## src/rtl/game_pkg.sv

```systemverilog
// Shared types and constants for the whack-a-box round engine.
// FSM state encoding, level width and streak parameters.
package game_pkg;

    typedef enum logic [1:0] {
        IDLE = 2'd0,
        ARM  = 2'd1,
        WAIT = 2'd2,
        OVER = 2'd3
    } game_state_t;

    localparam int LEVEL_W    = 3;
    localparam int STREAK_W   = 4;
    localparam int STREAK_LEN = 5;

endpackage

```

## src/rtl/game_tick_gen.sv

```systemverilog
// Game-second prescaler: counts 0..TICKS-1 while enabled.
// sec_tick pulses for one cycle on the wrapping count.
module game_tick_gen #(
    parameter int TICKS = 50_000_000
) (
    input  logic clk,
    input  logic reset,
    input  logic en,
    input  logic clr,
    output logic sec_tick
);

    localparam int CW = (TICKS > 1) ? $clog2(TICKS) : 1;
    localparam logic [CW-1:0] LAST = CW'(TICKS - 1);

    logic [CW-1:0] cnt;

    always_ff @(posedge clk) begin
        if (reset || clr)
            cnt <= '0;
        else if (en)
            cnt <= (cnt == LAST) ? '0 : cnt + 1'b1;
    end

    assign sec_tick = en && !clr && (cnt == LAST);

endmodule

```

## src/rtl/game_round_engine.sv

```systemverilog
// Whack-a-box round controller: target pick, hit judging, timed levels.
// Optional STREAK_BONUS_EN adds a streak port and a bonus on every 5th hit.
module game_round_engine
    import game_pkg::*;
#(
    parameter int NUM_BOXES      = 8,
    parameter int BOX_W          = 3,
    parameter int SCORE_W        = 11,
    parameter int TICKS_PER_SEC  = 50_000_000,
    parameter int GAME_SECONDS   = 60,
    parameter int LEVEL_STEP_SEC = 20,
    parameter int NUM_LEVELS     = 3,
    parameter int WINDOW_TICKS   = 75_000_000
) (
    input  logic               CLOCK_50,
    input  logic               reset,
    input  logic               start_game,
    input  logic [BOX_W-1:0]   rand_in,
    input  logic               hit_valid,
    input  logic [BOX_W-1:0]   hit_box,
    output logic [BOX_W-1:0]   target_box,
    output logic               target_valid,
    output logic [SCORE_W-1:0] score,
    output logic [7:0]         time_left,
    output logic [2:0]         level,
    output logic               game_over,
    output logic               hit_flag,
    output logic               miss_flag
`ifdef STREAK_BONUS_EN
    ,
    output logic [3:0]         streak
`endif
);

    localparam int WIN_W = $clog2(WINDOW_TICKS + 1);
    localparam int SUM_W = SCORE_W + 5;
    localparam logic [BOX_W-1:0] NB = BOX_W'(NUM_BOXES);
    localparam logic [BOX_W-1:0] NB_LAST = BOX_W'(NUM_BOXES - 1);
    localparam logic [WIN_W-1:0] WIN_BASE = WIN_W'(WINDOW_TICKS);

    game_state_t state, state_nx;

    logic               sec_tick;
    logic               start_ok;
    logic               last_sec;
    logic               in_wait;
    logic               judged_hit;
    logic               judged_miss;
    logic [7:0]         lvl_sec;
    logic [WIN_W-1:0]   win;
    logic [WIN_W-1:0]   win_load;
    logic [BOX_W-1:0]   t_pick;
    logic [LEVEL_W:0]   gain;
    logic [SUM_W-1:0]   sum;
    logic [SCORE_W-1:0] score_hit;
    logic [SCORE_W-1:0] score_miss;
    logic               bonus;

    assign start_ok = start_game && (state == IDLE || state == OVER);
    assign last_sec = sec_tick && (time_left == 8'd1);
    assign in_wait  = (state == WAIT);
    assign judged_hit  = in_wait && hit_valid && (hit_box == target_box);
    assign judged_miss = in_wait && ((hit_valid && hit_box != target_box)
                                     || (!hit_valid && win <= WIN_W'(1)));

    game_tick_gen #(
        .TICKS (TICKS_PER_SEC)
    ) u_tick (
        .clk      (CLOCK_50),
        .reset    (reset),
        .en       (state == ARM || state == WAIT),
        .clr      (start_ok),
        .sec_tick (sec_tick)
    );

    always_ff @(posedge CLOCK_50) begin
        if (reset)
            state <= IDLE;
        else
            state <= state_nx;
    end

    always_comb begin
        state_nx = state;
        case (state)
            IDLE:    if (start_game) state_nx = ARM;
            ARM:     state_nx = WAIT;
            WAIT:    if (judged_hit || judged_miss) state_nx = ARM;
            OVER:    if (start_game) state_nx = ARM;
            default: state_nx = IDLE;
        endcase
        // The final second ends the round even if a hit was judged this edge
        if (last_sec)
            state_nx = OVER;
    end

    always_comb begin
        target_valid = (state == WAIT);
        game_over    = (state == OVER);
    end

    // Fold into range once, then step past the previous target
    always_comb begin
        t_pick = rand_in;
        if (rand_in >= NB)
            t_pick = rand_in - NB;
        if (t_pick == target_box)
            t_pick = (t_pick == NB_LAST) ? '0 : t_pick + 1'b1;
    end

    assign win_load = WIN_BASE >> (level - 3'd1);

`ifdef STREAK_BONUS_EN
    logic [2:0] run5;

    assign bonus = judged_hit && (run5 == 3'(STREAK_LEN - 1));

    always_ff @(posedge CLOCK_50) begin
        if (reset || start_ok || judged_miss) begin
            streak <= '0;
            run5   <= '0;
        end else if (judged_hit) begin
            streak <= (streak == 4'hf) ? streak : streak + 1'b1;
            run5   <= bonus ? '0 : run5 + 1'b1;
        end
    end
`else
    assign bonus = 1'b0;
`endif

    always_comb begin
        gain = bonus ? {level, 1'b0} : {1'b0, level};
        sum  = SUM_W'(score) + SUM_W'(gain);
        score_hit  = (sum > SUM_W'({SCORE_W{1'b1}})) ? '1 : sum[SCORE_W-1:0];
        score_miss = (score == '0) ? '0 : score - 1'b1;
    end

    always_ff @(posedge CLOCK_50) begin
        if (reset) begin
            target_box <= '0;
            score      <= '0;
            time_left  <= 8'(GAME_SECONDS);
            level      <= 3'd1;
            lvl_sec    <= '0;
            win        <= '0;
            hit_flag   <= 1'b0;
            miss_flag  <= 1'b0;
        end else begin
            hit_flag  <= judged_hit;
            miss_flag <= judged_miss;
            if (start_ok) begin
                score     <= '0;
                time_left <= 8'(GAME_SECONDS);
                level     <= 3'd1;
                lvl_sec   <= '0;
            end else begin
                if (sec_tick) begin
                    time_left <= time_left - 8'd1;
                    if (lvl_sec == 8'(LEVEL_STEP_SEC - 1)) begin
                        lvl_sec <= '0;
                        if (level < 3'(NUM_LEVELS))
                            level <= level + 3'd1;
                    end else begin
                        lvl_sec <= lvl_sec + 8'd1;
                    end
                end
                unique case (1'b1)
                    judged_hit:  score <= score_hit;
                    judged_miss: score <= score_miss;
                    default:     ;
                endcase
            end
            if (state == ARM) begin
                target_box <= t_pick;
                win        <= win_load;
            end else if (in_wait && win != '0) begin
                win <= win - 1'b1;
            end
        end
    end

endmodule

```

## config.mk

```make
export PLATFORM = sky130hd
export DESIGN_NAME = game_round_engine
export DESIGN_NICKNAME = d
export VERILOG_FILES = /design/src/rtl/game_pkg.sv /design/src/rtl/game_tick_gen.sv /design/src/rtl/game_round_engine.sv
export SDC_FILE = /design/constraint.sdc
export NUM_CORES = 1
export LEC_CHECK = 0
export BUFFER_PORTS_ARGS = -buffer_cell sky130_fd_sc_hd__buf_2
export CAP_MARGIN = 20
export CORE_ASPECT_RATIO = 1.4
export CORE_MARGIN = 10
export CORE_UTILIZATION = 60
export CTS_CLUSTER_DIAMETER = 40
export DETAILED_ROUTE_END_ITERATION = 8
export PLACE_DENSITY = 0.76
export SLEW_MARGIN = 10
export SYNTH_ARGS = -nofsm -noshare
export SYNTH_HDL_FRONTEND = slang
export SYNTH_HIERARCHICAL = 1
export SYNTH_SLANG_ARGS = --single-unit
```

## constraint.sdc

```tcl
create_clock -name CLOCK_50 -period 3.3 [get_ports CLOCK_50]
set_input_delay 0.495 -clock CLOCK_50 [delete_from_list [all_inputs] [get_ports CLOCK_50]]
set_output_delay 0.495 -clock CLOCK_50 [all_outputs]
set_load 0.01 [all_outputs]
```

[Word level (Yosys, flattened, before mapping)]
Index checks and enable logic that the tools add are counted.
Operators by class
  $add $sub $neg: 9
  magnitude comparators: 3
  equal/unequal tests: 12
  shift operators: 1
  muxes and demuxes: 13
  reductions and logical operators: 26
Operators with widths (count)
  $mux W27: 2
  $le A27 B1 Y1 const B: 1
  $reduce_bool A27 Y1: 1
  $shr A27 B3 Y27 const A: 1
  $sub A27 B1 Y27 const B: 1
  $add A26 B1 Y26 const B: 1
  $eq A26 B26 Y1 const B: 1
  $mux W26: 1
  $mux W11: 2
  $pmux W11 S2: 1
  $add A11 B3 Y12: 1
  $gt A12 B11 Y1 const B: 1
  $logic_not A11 Y1: 1
  $sub A11 B1 Y11 const B: 1
  $logic_and A1 B1 Y1: 10
  $add A8 B1 Y8 const B: 1
  $eq A8 B1 Y1 const B: 1
  $eq A8 B5 Y1 const B: 1
  $mux W8: 1
  $sub A8 B1 Y8 const B: 1
  $add A3 B1 Y3 const B: 2
  $eq A3 B3 Y1: 2
  $mux W2: 3
  $mux W3: 2
  other kinds (16): 24
Storage, ports and cells
  register bits: 90
  input port bits: 10
  word-level logic and storage cells: 74

[Longest topological paths before layout]
  depth in word-level cells: 9
  mapped depth: 14
  depth with buffers taken out: 12

[Hierarchy]
The synthesis kept the hierarchy.
Modules (own cells, without submodules)
  game_round_engine: times used 1, cells an instance 508, area an instance 4157.7 sq um, sequential area each 1281.2 sq um
  game_tick_gen: times used 1, cells an instance 146, area an instance 1244.9 sq um, sequential area each 520.5 sq um

[Worst setup path after synthesis]
OpenSTA, ideal clock, no wires.
  path type: register to register
  start: reg state[0]
  end: reg level[0]
  library setup time: 0.136 ns
  arrival: 2.637 ns
  data required time: 3.164 ns
  setup slack: 0.527 ns
  stages on the path, launching flop included: 15
  path buffers: 2
  clock period less this slack: 2.773 ns
  cells stage by stage: dfxtp_1 inv_1 ha_1 inv_1 buf_2 and4_1 nand4_1 nor3_1 clkbuf_1 nand2_1 or4_1 nor2_1 nand3_1 o21ai_0 nand2_1
Between the ends
  cells in the longest elaborated chain, start to end: 7
  elaborated cells between the ends (all ways): 12
  classes of those cells: eq/ne (3); reduce/logical (9)
Ends and longest elaborated chain
  start: declaration: RTL line game_round_engine.sv:41  | game_state_t state, state_nx;
  start signal: assignment: RTL line game_round_engine.sv:80  | state <= state_nx;
  $eq A2 B2 Y1 or $logic_not A2 Y1 (tied branches): RTL line game_round_engine.sv:59  | assign start_ok = start_game && (state == IDLE || state == OVER);
  $logic_or A1 B1 Y1: RTL line game_round_engine.sv:59
  $logic_and A1 B1 Y1: RTL line game_round_engine.sv:59
  $logic_not A1 Y1: RTL line game_tick_gen.sv:25  | assign sec_tick = en && !clr && (cnt == LAST);
  $logic_and A1 B1 Y1 (*) (2 in a row): RTL line game_tick_gen.sv:25
  net sec_tick: RTL line game_round_engine.sv:43  | logic sec_tick;
  $reduce_and A3 Y1 (no line) (*)
  end signal: assignment: RTL line game_round_engine.sv:162  | level <= level + 3'd1;
  end: declaration: RTL line game_round_engine.sv:25  | output logic [2:0] level,
Mark *: on every way through the listed nets, which the timed path passes. The rest lies on a longest branch.
A chain may end at the register's enable or synchronous reset.

[Worst setup path in the final report]
  start: reg state[0]
  end: reg time_left[6]
Between the ends
  cells in the longest elaborated chain, start to end: 6
  elaborated cells between the ends (all ways): 11
  classes of those cells: eq/ne (3); reduce/logical (8)
Ends and longest elaborated chain
  $eq A2 B2 Y1 or $logic_not A2 Y1 (tied branches): RTL line game_round_engine.sv:59
  $logic_or A1 B1 Y1: RTL line game_round_engine.sv:59
  $logic_and A1 B1 Y1: RTL line game_round_engine.sv:59
  $logic_not A1 Y1: RTL line game_tick_gen.sv:25
  $logic_and A1 B1 Y1 (*) (2 in a row): RTL line game_tick_gen.sv:25
  net sec_tick: RTL line game_round_engine.sv:43
  end signal: assignment: RTL line game_round_engine.sv:142  | time_left <= 8'(GAME_SECONDS);
  end signal: assignment: RTL line game_round_engine.sv:153  | time_left <= 8'(GAME_SECONDS);
  end signal: assignment: RTL line game_round_engine.sv:158  | time_left <= time_left - 8'd1;
  end: declaration: RTL line game_round_engine.sv:24  | output logic [7:0] time_left,
Marks and branches as above.

==> metrics.txt <==
first-pass GRT wire length 22.4 mm; DRC viols 0; number of hold buffers added after CTS 0; DP HPWL 9.72 mm; syn avg cell area 8.26 µm²; Slew headroom 27.6%; IO Count 39; fin cells 787; post-route ant nets 0; DIE AREA 0.0133 mm²; Synth Register Bits 90; site row count 40; Max clock buf depth 2; Cell Area, Synth 0.00540 mm²; Fin. Hold Viols 0; final setup fails 0; FILL cells 724; Switching Share 40.2%; GRT overflow 0; area leader, netlist dfxtp_1; clk sinks 90; GP Congestion 0.982; Avg WL per Cell 16.9 µm; Setup CP Type register to register; Initial DRT Pass Iterations 5; Crit. End Element register; Arr. time, crit path 2980 ps; Iteration-0 DRC Markers 309; HP Class primary input to register; H-Tree Depth 3; Post CTS Setup Buffer Count 0; antenna cells 0; area grow syn2layout 9.26%; clk slew on worst S/H paths 60 ps; largest net degree at the start of global routing 36; NetSw 0.00173 W; CP max stage delay 390 ps; RSZ-0062 raised after global routing false; post-cts sizing count 0; effective utilization at floorplan 62.0%; total track usage 19.9%; ranking of synthesized cells by area dfxtp_1 (33%), ha_1 (6.3%), nor2_1 (5.3%), xor2_1 (4.7%), nand2_1 (3.8%); die height 132 µm; peak supply drop 621 µV; Peak Freq 0.361 GHz; number of global-route vias before repair 4874; Final Net Count 720; CORE AREA 0.00871 mm²; sequential area share after synthesis 33.3%; pre-CTS setup slack 557 ps; worst-path fanout max 9; worst-margin pin slew 1080 ps; CTS tree built; Worst Skew 10.7 ps; Max stage delay cell, worst path dfxtp_1; status finished, final reports clean; Clock Latency Late Sink 340 ps; post-layout worst setup margin 530 ps; Via density 6.30; number of placed cells counting well taps 776; Reg power frac 35.2%; Die W 100 µm; top cells by instance count after synthesis dfxtp_1 (90), nor2_1 (76), nand2_1 (54), a21oi_1 (38), xor2_1 (29); Final min period 2770 ps; clock share of power 22.9%; Reg area 0.00180 mm²; number of synthesized flops with an enable pin 0; library cells used by synthesis 70; commonest register cell after synthesis dfxtp_1; Ys Warns 6; total power per unit cell area 727 mW/mm²; drt total wl 13.3 mm; Internal 0.00257 W; most used cell, CP inv_1; CP cell instances inv_1, ha_1, inv_1, and4_1, nand4_1, nor3_1, buf_4, nor2b_1, nand2_1, nor4_1, xnor2_1, nor2_1; cts bufs inserted 9; Worst Path Required 3510 ps; area of the multi-input gates 0.00332 mm²; CP startpoint kind register; share of Yosys cell area claimed by the top area cell type 33.3%; Gate power share 41.9%; most common cell in the netlist dfxtp_1; P_leak 2.28 nW; layout cells sized above 1 11.6%; Max Slew Vio Count 0; Async SR Flop Fraction 0%; Buffers on Ports 38; Net Count, Synth 692; Post-Route Setup TNS 0 ps; clk root buf clkbuf_16; antenna violations before repair 0; DR vias 4957; period utilisation layout 83.9%; max cap viols 0; Post-Synthesis Cells 654
state kept, by name, indices dropped and copies added (netlist names):
register,count
score,11
time_left,8
hit_flag,1
target_box,3
u_tick/cnt,26
level,3
miss_flag,1
state,2
lvl_sec,8
win,27
power groups by stage:
| stage | Clock (W) | Combinational (W) | Sequential [W] |
|---|---|---|---|
| after floorplan | 0 | 0.00136 | 0.00148 |
| after global placement | 0 | 0.00173 | 0.00152 |
| after detailed placement | 0 | 0.00176 | 0.00153 |
| after CTS | 0.000991 | 0.00178 | 0.00151 |
| after global routing | 0.00104 | 0.00199 | 0.00154 |
| final | 0.000982 | 0.00180 | 0.00151 |
critical path: cells and delay by family, from the launching register on:
kind                       cells  cell delay [ps]
DFF                            1              390
and+or+nand+nor                7             1290
xor gates and xnor gates       1              160
buffers and inverters          3              510
adders and majority gates      1              310
logic make-up (layout without fill, tap and decap cells):
family	after synthesis	count (layout)	share of synthesized area, %
DFF	90	90	33.3
and+or+nand+nor	273	273	27.0
xor gates and xnor gates	49	49	7.94
adders and majority gates	28	28	6.62
buffers and inverters	61	89	5.28
muxes	7	7	1.30
AOI/OAI and AO/OA	146	146	18.5
metrics by stage:
stage | total power (W) | cell area (µm²) | util [%] | hold WS, ps
final | 0.00429 | 5900 | 67.8 | 450
after global routing | 0.00457 | 5900 | 67.8 | 438
after CTS | 0.00428 | 5900 | 67.8 | 444
after detailed placement | 0.00329 | 5630 | 64.7 | 473
after global placement | 0.00325 | 5630 | 64.7 | 462
after floorplan | 0.00284 | 5400 | - | 448
layer usage:
| metal | share of wire (%) | wire (µm) | global-route usage, % | vias up |
|---|---|---|---|---|
| met5 | 0 | 0 | 0 | - |
| met4 | 3.3 | 446 | 10.5 | 0 |
| met3 | 4.9 | 657 | 3.41 | 41 |
| met2 | 51 | 6780 | 33.4 | 148 |
| met1 | 41 | 5450 | 23.3 | 2332 |
| li1 | - | - | - | 2436 |
path summary, 6_finish.rpt:
kind / depth (start not counted) / to / start / slack, ps
worst min-delay path: 2 / u_tick/cnt[6]$_SDFFE_PP0P_ / reset / 450
worst min register to register: 2 / u_tick/cnt[25]$_SDFFE_PP0P_ / u_tick/cnt[25]$_SDFFE_PP0P_ / 480
worst max register to register: 12 / time_left[6]$_SDFFE_PP0P_ / state[0]$_SDFFE_PP0P_ / 530
worst max-delay path: 12 / time_left[6]$_SDFFE_PP0P_ / state[0]$_SDFFE_PP0P_ / 530
final cells by class:
class / count / share of cell area, %
Clock buffer: 10 / 4.05
Inverter: 30 / 1.91
Timing Repair Buffer: 48 / 4.49
Clock inverter: 1 / 0.509
Tap cell: 105 / 2.23
Sequential cell: 90 / 30.5
Multi-Input combinational cell: 503 / 56.3
placed cells by master, fill, tap and decap left out, types with 11 or more instances in the layout:
master / count
or4_1: 15
a21oi_1: 38
xor2_1: 29
nor3_1: 22
buf_2: 38
nand4_1: 12
xnor2_1: 20
nor4_1: 11
a211oi_1: 19
nor2_1: 76
dfxtp_1: 90
o21ai_0: 23
inv_1: 28
or3_1: 14
ha_1: 27
nand3_1: 22
nand2_1: 54
Note: power is estimated with default switching activity, not from simulation.
